### src/rtl/sr_flag_arbiter_if.sv
// Command/grant bundle between the control agents (master) and the SR flag
// arbiter (slave).
interface sr_flag_arbiter_if #(
    parameter int NREQ  = 4,
    parameter int NFLAG = 8
);
    localparam int IW  = (NFLAG > 1) ? $clog2(NFLAG) : 1;
    localparam int IDW = (NREQ > 1) ? $clog2(NREQ) : 1;

    logic                 en;
    logic [NREQ-1:0]      req_valid;
    logic [2*NREQ-1:0]    req_cmd;
    logic [IW*NREQ-1:0]   req_idx;
    logic [NREQ-1:0]      req_ready;
    logic [NFLAG-1:0]     flags;
    logic                 gnt_valid;
    logic [IDW-1:0]       gnt_id;
    logic                 err;

    modport master (
        output en, req_valid, req_cmd, req_idx,
        input  req_ready, flags, gnt_valid, gnt_id, err
    );

    modport slave (
        input  en, req_valid, req_cmd, req_idx,
        output req_ready, flags, gnt_valid, gnt_id, err
    );
endinterface

### src/rtl/sr_flag_arbiter.sv
// Round-robin arbiter granting one set/clear/toggle command per cycle onto a
// shared flag bank; the bank is written as whole bits, so S=R=1 never arises.
module sr_flag_arbiter #(
    parameter int NREQ  = 4,
    parameter int NFLAG = 8
) (
    input  logic             clk,
    input  logic             rst,
    sr_flag_arbiter_if.slave bus
);
    localparam int IW  = (NFLAG > 1) ? $clog2(NFLAG) : 1;
    localparam int IDW = (NREQ > 1) ? $clog2(NREQ) : 1;

    logic [IDW-1:0]   ptr;
    logic [NFLAG-1:0] flag_bank;
    logic             gnt_valid;
    logic [IDW-1:0]   gnt_id;
    logic             err;

    logic [NREQ-1:0]  ready;
    logic [IDW-1:0]   sel;
    logic             found;
    logic [1:0]       sel_cmd;
    logic [IW-1:0]    sel_idx;
    logic             idx_ok;
    int               j;

    function automatic logic [NFLAG-1:0] apply_cmd(
        input logic [NFLAG-1:0] cur,
        input logic [1:0]       cmd,
        input logic [IW-1:0]    idx
    );
        logic [NFLAG-1:0] nxt;
        nxt = cur;
        for (int b = 0; b < NFLAG; b++) begin
            if (IW'(b) == idx) begin
                case (cmd)
                    2'b01:   nxt[b] = 1'b1;
                    2'b10:   nxt[b] = 1'b0;
                    2'b11:   nxt[b] = ~cur[b];
                    default: nxt[b] = cur[b];
                endcase
            end
        end
        return nxt;
    endfunction

    // Scan from ptr upward with wrap; reset and en gate every grant.
    always_comb begin
        ready = '0;
        sel   = '0;
        found = 1'b0;
        j     = 0;
        for (int k = 0; k < NREQ; k++) begin
            j = int'(ptr) + k;
            if (j >= NREQ) j = j - NREQ;
            if (!found && rst && bus.en && bus.req_valid[j]) begin
                found    = 1'b1;
                ready[j] = 1'b1;
                sel      = IDW'(j);
            end
        end
    end

    assign sel_cmd = bus.req_cmd[2*int'(sel) +: 2];
    assign sel_idx = bus.req_idx[IW*int'(sel) +: IW];
    assign idx_ok  = (int'(sel_idx) < NFLAG);

    always_ff @(posedge clk or negedge rst) begin
        if (!rst) begin
            flag_bank <= '0;
            ptr       <= '0;
            gnt_valid <= 1'b0;
            gnt_id    <= '0;
            err       <= 1'b0;
        end else if (found) begin
            if (idx_ok) flag_bank <= apply_cmd(flag_bank, sel_cmd, sel_idx);
            ptr       <= (int'(sel) == NREQ - 1) ? '0 : sel + 1'b1;
            gnt_id    <= sel;
            gnt_valid <= 1'b1;
            err       <= ~idx_ok;
        end else begin
            gnt_valid <= 1'b0;
            err       <= 1'b0;
        end
    end

    assign bus.req_ready = ready;
    assign bus.flags     = flag_bank;
    assign bus.gnt_valid = gnt_valid;
    assign bus.gnt_id    = gnt_id;
    assign bus.err       = err;
endmodule

### src/flat_wrapper.sv
// flat-port wrapper written by rule: the top's interface ports become plain ports
module sr_flag_arbiter_flat 
#(
    parameter int NREQ  = 4,
    parameter int NFLAG = 8
)
  (clk, rst, bus_en, bus_req_valid, bus_req_cmd, bus_req_idx, bus_req_ready, bus_flags, bus_gnt_valid, bus_gnt_id, bus_err);
  sr_flag_arbiter_if #(.NREQ(NREQ), .NFLAG(NFLAG)) bus_i ();
  input  logic clk;
  input  logic rst;
  input wire logic [$bits(bus_i.en)-1:0] bus_en;
  input wire logic [$bits(bus_i.req_valid)-1:0] bus_req_valid;
  input wire logic [$bits(bus_i.req_cmd)-1:0] bus_req_cmd;
  input wire logic [$bits(bus_i.req_idx)-1:0] bus_req_idx;
  output wire logic [$bits(bus_i.req_ready)-1:0] bus_req_ready;
  output wire logic [$bits(bus_i.flags)-1:0] bus_flags;
  output wire logic [$bits(bus_i.gnt_valid)-1:0] bus_gnt_valid;
  output wire logic [$bits(bus_i.gnt_id)-1:0] bus_gnt_id;
  output wire logic [$bits(bus_i.err)-1:0] bus_err;
  assign bus_i.en = bus_en;
  assign bus_i.req_valid = bus_req_valid;
  assign bus_i.req_cmd = bus_req_cmd;
  assign bus_i.req_idx = bus_req_idx;
  assign bus_req_ready = bus_i.req_ready;
  assign bus_flags = bus_i.flags;
  assign bus_gnt_valid = bus_i.gnt_valid;
  assign bus_gnt_id = bus_i.gnt_id;
  assign bus_err = bus_i.err;
  sr_flag_arbiter #(.NREQ(NREQ), .NFLAG(NFLAG)) u_core (.clk(clk), .rst(rst), .bus(bus_i));
endmodule
### config.mk
export PLATFORM = sky130hd
export DESIGN_NAME = sr_flag_arbiter_flat
export DESIGN_NICKNAME = d
export VERILOG_FILES = /design/src/rtl/sr_flag_arbiter_if.sv /design/src/rtl/sr_flag_arbiter.sv /design/src/flat_wrapper.sv
export SDC_FILE = /design/constraint.sdc
export NUM_CORES = 1
export LEC_CHECK = 0
export ABC_AREA = 1
export BUFFER_PORTS_ARGS = -buffer_cell sky130_fd_sc_hd__buf_4
export CAP_MARGIN = 20
export CORE_UTILIZATION = 57
export CTS_CLUSTER_DIAMETER = 80
export DETAILED_ROUTE_END_ITERATION = 8
export PLACE_DENSITY = 0.92
export SLEW_MARGIN = 0
export SYNTH_ARGS = -nofsm -noshare
export SYNTH_HDL_FRONTEND = slang
export SYNTH_SLANG_ARGS = --single-unit
### constraint.sdc
create_clock -name clk -period 4.6 [get_ports clk]
set_input_delay 1.15 -clock clk [delete_from_list [all_inputs] [get_ports clk]]
set_output_delay 1.15 -clock clk [all_outputs]
set_load 0.05 [all_outputs]
# Word-level counts from Yosys, hierarchy flattened
# Cells that the tools add are included.
# Widths: inputs -> output; s select.
[op_classes]
magnitude_cmp = 12
shift = 2
addsub = 8
mul = 1
bitwise_logic = 11
mux = 46
eq_ne = 11
reduce_logical = 28
[op_table]
columns = ["operator", "n"]
rows = [
  ["$ge 32x1->1 const B", 4],
  ["$lt 32x4->1 const B", 4],
  ["$mux 32", 4],
  ["$ge 32x4->1 const B", 3],
  ["$sub 32x4->32 const B", 3],
  ["$shiftx 12x32->3", 1],
  ["$pmux 1 s3", 8],
  ["$reduce_and 3->1", 8],
  ["$mux 1", 17],
  ["$mux 4", 4],
  ["$logic_and 1x1->1", 15],
  ["$eq 3x3->1 const A", 4],
  ["$or 4x4->4", 3],
  ["$mux 2", 5],
  ["$bmux 1 s2", 4],
  ["$demux 1 s2", 4],
  ["$not 1->1", 8],
  ["$shiftx 8x4->2", 1],
  ["$add 2x2->3 const B", 2],
  ["$eq 2x3->1 const A", 2],
  ["$eq 2x1->1 const B", 2],
  ["$eq 2x2->1 const B", 2],
  ["$mul 2x2->4 const A", 1],
  ["$sub 2x3->4 const B", 1],
  ["other kinds (7)", 9],
]
[word_totals]
input_bits = 27
out_inout_bits = 16
ff_bits = 13

# Depth between registers and ports, before layout
# Gate-level depths: netlist of the first run.
[depth]
ltp_word = 26
mapped_depth = 20
depth_no_buf = 19

# Worst setup path after synthesis of the first run
# Ideal clock, no wire load.
[synth_timing]
kind = "input port to output port"
from = "input rst"
to = "output bus_req_ready[1]"
path_stages = 6
n_path_buf = 0
slack_ns = 0.767
t_arrival_ns = 2.683
path_cell_list = "nand2_1 > inv_1 > o21ai_1 > nor2_1 > nand2_1 > o221ai_1"
[synth_between]
elab_chain_cells = 18
word_cells_on_any_way = 24
[synth_rtl]
columns = ["item", "line", "text"]
rows = [
  ["start: declaration", "flat_wrapper.sv:10", "input logic rst;"],
  ["$logic_and 1x1->1 (2 in series)", "sr_flag_arbiter.sv:57", "if (!found && rst && bus.en && bus.req_valid[j]) begin"],
  ["$mux 1", "sr_flag_arbiter.sv:57", ""],
  ["$logic_not 1->1", "sr_flag_arbiter.sv:57", ""],
  ["$logic_and 1x1->1 (3 in series)", "sr_flag_arbiter.sv:57", ""],
  ["$mux 1", "sr_flag_arbiter.sv:57", ""],
  ["$logic_not 1->1", "sr_flag_arbiter.sv:57", ""],
  ["$logic_and 1x1->1 (3 in series)", "sr_flag_arbiter.sv:57", ""],
  ["$mux 1", "sr_flag_arbiter.sv:57", ""],
  ["$logic_not 1->1", "sr_flag_arbiter.sv:57", ""],
  ["$logic_and 1x1->1 (3 in series)", "sr_flag_arbiter.sv:57", ""],
  ["$mux 4 (*)", "sr_flag_arbiter.sv:57", ""],
  ["end: declaration", "flat_wrapper.sv:15", "output wire logic [$bits(bus_i.req_ready)-1:0] bus_req_ready;"],
]
# Mark *: on every way between the ends. The rest lies on a longest branch, timed or not.

# Worst setup path in the final report of the first run
[layout_timing]
from = "register u_core.ptr[0]"
to = "output bus_req_ready[1]"
[layout_between]
elab_chain_cells = 22
word_cells_on_any_way = 70
[layout_rtl]
columns = ["item", "line", "text"]
rows = [
  ["start: declaration", "sr_flag_arbiter.sv:14", "logic [IDW-1:0] ptr;"],
  ["start signal: assignment", "sr_flag_arbiter.sv:78", "ptr <= (int'(sel) == NREQ - 1) ? '0 : sel + 1'b1;"],
  ["branches (longest 21 deep; another with $sub 32x4->32)", "n/a", ""],
  ["$mux 4 (*)", "sr_flag_arbiter.sv:57", ""],
]
# Mark *: on every way between the ends. The select of a mux whose other input is x is not followed.

==> results.py, run 1 <==
metrics = {
    "run_status": {
        "status": "finished, final reports clean",
    },
    "power": {
        "combPwrFrac_pct": 80.4,
        "p_leak_nw": 1.16,
        "intPower_mw": 0.556,
        "switching_power_mw": 0.985,
        "p_sw_share_pct": 63.9,
        "peakVddDrop_mv": 0.507,
        "p_per_area_mw_per_mm2": 795,
        "clock_power_share_pct": 4.7,
        "seqPwrFrac_pct": 15.0,
        "total_power_mw": 1.54,
    },
    "cells_and_area": {
        "finish.net_count": 328,
        "area_growth_pct": 20.3,
        "finish.instance_area_mm2": 0.00194,
        "antennaDiodeCount": 0,
        "drive_gt1_share_pct": 28.4,
        "mostFrequentLayoutCells": "nand2_1, buf_4, inv_1",
        "fill_cells": 210,
        "fin_util_pct": 75.4,
        "final_common_cell": "nand2_1",
        "fin_cells": 322,
    },
    "clock_tree": {
        "post_cts_resized": 0,
        "worstSkewPairLatency_ps": 280,
        "postCtsSetupBuffers": 0,
        "cts.hold.buffers_added": 0,
        "cts_buffer_depth": 2,
        "cts.clk_slew.worst_paths_ps": 80,
        "cts_made_buffers": 3,
        "htreeDepth": 1,
        "cts_tree": "built",
        "cts_root_buf": "clkbuf_4",
        "cts.sinks": 13,
    },
    "setup_path": {
        "r2r_cells": 16,
        "cp_max_fo": 11,
        "reg2reg_from": "u_core.ptr[0]",
        "worstPathRequired_ps": 3450,
        "timing.rr.end": "u_core.bus.flags[4]",
        "worstPathArrival_ps": 2630,
        "reg2reg_slack_ps": 1470,
        "path_class": "flip-flop to output port",
        "cp-end-kind": "output port",
        "start_kind": "flip-flop",
    },
    "hold_path": {
        "min_path_cells": 2,
        "hold_path.class": "flip-flop to flip-flop",
        "holdPathEnd": "u_core.bus.flags[7]",
        "hp-start": "u_core.bus.flags[7]",
    },
    "global_route": {
        "grt-ovfl-total": 0,
        "grt.total_usage_pct": 25.5,
        "antenna_found_initial": 0,
        "grt_first_pass_wirelength_um": 5750,
        "grt_max_degree": 20,
        "grt_pass1_vias": 1392,
    },
    "timing": {
        "setup_viol": 0,
        "tns_ps": 0,
        "hold_viol_final": 0,
        "skew_ps": 0.556,
        "finalCriticalPeriod_ps": 3780,
        "grt_setup_unrepaired": "no",
        "maxSlewHeadroom_pct": 60.6,
        "worst-slew-pin-transition_ps": 589,
        "slew_violations": 0,
        "fmax_mhz": 265,
        "fin_ws_ps": 820,
        "period_share_pct": 82.2,
        "hold_ws_ps": 501,
    },
    "floorplanning": {
        "row_count": 18,
        "core_area_mm2": 0.00257,
        "die_height_um": 55.2,
        "die_w_um": 55.2,
        "start_util_pct": 62.7,
        "die_area_mm2": 0.00304,
        "ios": 43,
    },
    "drt": {
        "drt_iter0_markers": 51,
        "drt-met1-wl_um": 1630,
        "wl_per_cell_um": 11.0,
        "via_per_inst": 5.30,
        "drtPass1Iterations": 4,
        "dr_wl_met3_um": 164,
        "via_count": 1708,
        "top_layer_used": "met4",
        "route.met2.wl_um": 1690,
        "ant_nets": 0,
        "drcViolationCount": 0,
        "routed_wl_um": 3530,
    },
    "placed_design": {
        "gp_congestion": 0.874,
        "pre_cts_ws_ps": 855,
        "dp_hpwl_um": 2770,
        "post_dp_cell_area_mm2": 0.00191,
        "dpl.cell_count": 318,
        "io_buffers": 41,
    },
    "synthesis": {
        "synth_fp_nets": 288,
        "avgSynthCellArea_um2": 6.36,
        "yosysSeqAreaShare_pct": 20.2,
        "ys_warn_count": 0,
        "synth_area_mm2": 0.00161,
        "postSynthCellCount": 253,
        "netlist.area_leader.share_pct": 20.2,
        "ys_top_cells_by_area": "dfrtp_1, nand2_1, nand3_1, inv_1, nand2_4",
        "synth_cell_types": 27,
        "ys_seq_elements": 13,
        "synth_area_leader_cell": "dfrtp_1",
    },
    "job": {
        "maxCapViolations": 0,
    },
}
==> power groups by stage <==
| stage | Clock, mW | Sequential (mW) | Combinational, mW |
|---|---|---|---|
| floorplan | 0 | 0.373 | 0.858 |
| global placement | 0 | 0.228 | 1.21 |
| detailed placement | 0 | 0.231 | 1.23 |
| CTS | 0.0694 | 0.230 | 1.23 |
| global route | 0.0772 | 0.241 | 1.37 |
| finish | 0.0716 | 0.230 | 1.24 |
==> metal layers <==
metal / global-route usage, % / up-vias
li1: - / 881
met4: 5.42 / 0
met1: 33.6 / 760
met3: 1.91 / 8
met5: 0 / -
met2: 45.0 / 59
==> state kept, by name, indices dropped and copies added (netlist names) <==
register	count
u_core.ptr	2
u_core.bus.flags	8
u_core.bus.gnt_valid	1
u_core.bus.gnt_id	2
==> worst max-delay path by stage <==
stage / start / to / cells after the start
2_1_floorplan: rst / bus_req_ready[1] / 6
3_3_place_gp: rst / bus_req_ready[1] / 8
3_5_place_dp: rst / bus_req_ready[1] / 8
4_1_cts: u_core.ptr[0] / bus_req_ready[2] / 10
5_1_grt: u_core.ptr[0] / bus_req_ready[3] / 10
6_report: u_core.ptr[0] / bus_req_ready[1] / 10
==> layout make-up <==
class | count | area, um^2 | share of cell area, %
Clock buffer | 3 | 22.5 | 1.16
Clock inverter | 1 | 5.00 | 0.258
Inverter | 46 | 175 | 9.04
Multi-Input combinational cell | 188 | 1060 | 54.9
Sequential cell | 13 | 325 | 16.8
Tap cell | 30 | 37.5 | 1.94
Timing Repair Buffer | 41 | 308 | 15.9
==> worst max-delay path, cell delays in order (launching register included) <==
cell and delay [ps]:
dfrtp_1 600, inv_2 200, ha_1 380, inv_1 160, nand3_1 90, nand2_1 130, a21oi_1 130, nor2_4 130
nand2_1 110, o221ai_1 180, buf_4 230
==> logic make-up (layout without fill, tap and decap cells) <==
kind of cell    Yosys count  after routing  share of synthesized area, %
compound gates           12             12                          5.44
fa+ha+maj                 8              8                          6.22
buf+inv                  52             91                          13.8
flops                    13             13                          20.2
other cells               1              1                         0.233
simple gates            167            167                          54.2
==> synth_stat cells <==
library cell  instances
nor2_8                1
nand2_1              85
a22oi_1               3
conb_1                1
inv_2                 9
nand4_1               9
o211ai_1              2
nand3_2              10
dfrtp_1              13
clkbuf_1              1
nand3b_1              2
buf_2                 1
nor2_2                3
inv_4                 1
nor2_4                1
nand2_4               9
nor2_1                8
o21ai_1               1
buf_6                 2
a21oi_1               2
buf_4                 2
nand2_2               4
o221ai_1              3
nand3_1              35
ha_1                  8
a32oi_1               1
inv_1                36
Power figures use the tool's default switching activity.
==> inputs of run 2 (changes only) <==
--- a/config.mk
+++ b/config.mk
@@ -8,10 +8,10 @@
 export ABC_AREA = 1
 export BUFFER_PORTS_ARGS = -buffer_cell sky130_fd_sc_hd__buf_4
 export CAP_MARGIN = 20
-export CORE_UTILIZATION = 57
+export CORE_UTILIZATION = 48
 export CTS_CLUSTER_DIAMETER = 80
 export DETAILED_ROUTE_END_ITERATION = 8
-export PLACE_DENSITY = 0.92
+export PLACE_DENSITY = 0.83
 export SLEW_MARGIN = 0
 export SYNTH_ARGS = -nofsm -noshare
 export SYNTH_HDL_FRONTEND = slang
==> constraint.sdc (replaced) <==
create_clock -name clk -period 3 [get_ports clk]
set_input_delay 0.75 -clock clk [delete_from_list [all_inputs] [get_ports clk]]
set_output_delay 0.75 -clock clk [all_outputs]
set_load 0.05 [all_outputs]
==> results.py, run 2 (synthesis results as in run 1) <==
metrics = {
    "timing": {
        "fmax_mhz": 351,
        "hold_viol_final": 0,
        "skew_ps": 8.11,
        "finalCriticalPeriod_ps": 2850,
        "grt_setup_unrepaired": "no",
        "period_share_pct": 94.9,
        "worst-slew-pin-transition_ps": 579,
        "tns_ps": 0,
        "slew_violations": 0,
        "maxSlewHeadroom_pct": 61.3,
        "setup_viol": 0,
    },
    "power": {
        "clock_power_share_pct": 4.4,
        "p_leak_nw": 1.21,
        "switching_power_mw": 1.53,
        "seqPwrFrac_pct": 12.9,
        "total_power_mw": 2.49,
        "p_per_area_mw_per_mm2": 1210,
        "peakVddDrop_mv": 0.622,
        "p_sw_share_pct": 61.6,
        "combPwrFrac_pct": 82.7,
        "intPower_mw": 0.956,
    },
    "cells_and_area": {
        "finish.net_count": 338,
        "fill_cells": 301,
        "fin_util_pct": 65.5,
        "final_common_cell": "nand2_1",
        "mostFrequentLayoutCells": "nand2_1, buf_4, inv_1",
        "drive_gt1_share_pct": 31.5,
        "largest_reg_flops": 8,
        "area_growth_pct": 27.3,
        "antennaDiodeCount": 0,
    },
    "drt": {
        "drtPass1Iterations": 4,
        "top_layer_used": "met4",
        "dr_wl_met3_um": 143,
        "drt-met1-wl_um": 1820,
        "drt_iter0_markers": 55,
        "wl_per_cell_um": 11.0,
        "via_count": 1695,
        "route.met2.wl_um": 1810,
        "ant_nets": 0,
        "drcViolationCount": 0,
        "routed_wl_um": 3790,
        "via_per_inst": 4.90,
    },
    "setup_path": {
        "cp_max_fo": 5,
        "cp-end-kind": "output port",
        "start_kind": "flip-flop",
        "crit_chain": "clkinv_4 -> ha_4 -> inv_1 -> nand3_1 -> nand2_1 -> nand2_4 -> nor2_8 -> nor2_4 -> nand2_2 -> o221ai_1 -> buf_4",
        "worstPathArrival_ps": 2100,
        "cpMaxStageDelayCell": "dfrtp_1",
        "path_class": "flip-flop to output port",
        "cpPeakStageDelay_ps": 410,
        "worstPathRequired_ps": 2250,
    },
    "placed_design": {
        "gp_congestion": 0.868,
        "io_buffers": 41,
        "dp_hpwl_um": 2930,
    },
    "clock_tree": {
        "cts.sinks": 13,
        "cts.clk_slew.worst_paths_ps": 90,
        "cts_made_buffers": 3,
        "cts.hold.buffers_added": 0,
        "cts_buffer_depth": 2,
        "cts_tree": "built",
        "htreeDepth": 1,
        "worstSkewPairLatency_ps": 270,
        "cts_root_buf": "clkbuf_4",
    },
    "global_route": {
        "grt_pass1_vias": 1537,
        "grt.total_usage_pct": 23.2,
        "antenna_found_initial": 0,
        "grt_max_degree": 20,
        "grt_first_pass_wirelength_um": 6450,
        "grt-ovfl-total": 0,
    },
    "floorplanning": {
        "die_area_mm2": 0.00359,
        "ios": 43,
        "die_w_um": 59.9,
        "row_count": 20,
        "start_util_pct": 51.5,
        "die_height_um": 59.9,
        "core_area_mm2": 0.00313,
    },
    "run_status": {
        "status": "finished, final reports clean",
    },
    "job": {
        "maxCapViolations": 0,
    },
    "hold_path": {
        "hold_path.class": "input port to asynchronous set/reset pin",
    },
}
-- run 2: final timing paths --
path,to,slack (ps),start,cells past startpoint
worst max-delay path,bus_req_ready[1],150,u_core.ptr[0],11
worst min-delay path,u_core.bus.flags[1],410,rst,2
worst max register to register,u_core.bus.flags[3],360,u_core.ptr[0],17
worst min register to register,u_core.bus.gnt_id[0],490,u_core.bus.gnt_id[0],2
max in group asynchronous,u_core.bus.flags[7],2420,rst,2
min in group clk,u_core.bus.gnt_id[0],490,u_core.bus.gnt_id[0],2
-- run 2: what timing repair did --
| item | CTS | global route |
|---|---|---|
| setup buffers | 0 | 3 |
| setup endpoints to repair | 0 | 4 |
| gates resized for setup | 0 | 4 |
-- run 2: critical path: cells and delay by family (launching register included) --
family          cells  cell delay, ps
compound gates      1             160
buf+inv             3             370
simple gates        6             590
fa+ha+maj           1             280
flops               1             410
-- run 2: power groups by stage --
stage               clock, mW  sequential, mW  combinational [mW]
finish                  0.108           0.321                2.06
CTS                     0.110           0.316                2.00
detailed placement          0           0.318                2.00
floorplan                   0           0.571                1.32
global route            0.121           0.330                2.28
global placement            0           0.319                1.97
-- run 2: area by class of cell --
cell class / count / area [um^2] / share of cell area, %
Multi-Input combinational cell: 188 / 1080 / 52.6
Timing Repair Buffer: 51 / 383 / 18.7
Sequential cell: 13 / 325 / 15.9
Inverter: 46 / 180 / 8.79
Tap cell: 44 / 55.1 / 2.69
Clock buffer: 3 / 22.5 / 1.10
Clock inverter: 1 / 5.00 / 0.244
-- run 2: metal layers --
metal,up-vias,GRT usage [%]
met3,2,2.16
met2,41,40.3
met1,747,31.3
met5,-,0
met4,0,3.99
li1,905,-
-- run 2: metrics by stage --
stage / area, um^2 / setup WS, ps / hold slack, ps / cells
after floorplan: 1610 / -239 / 454 / 253
after global routing: 2050 / 10.9 / 412 / 346
final: 2050 / 153 / 406 / 346
after CTS: 2010 / 7.78 / 412 / 343
after detailed placement: 1980 / 259 / 467 / 339
after global placement: 1980 / 284 / 478 / 339
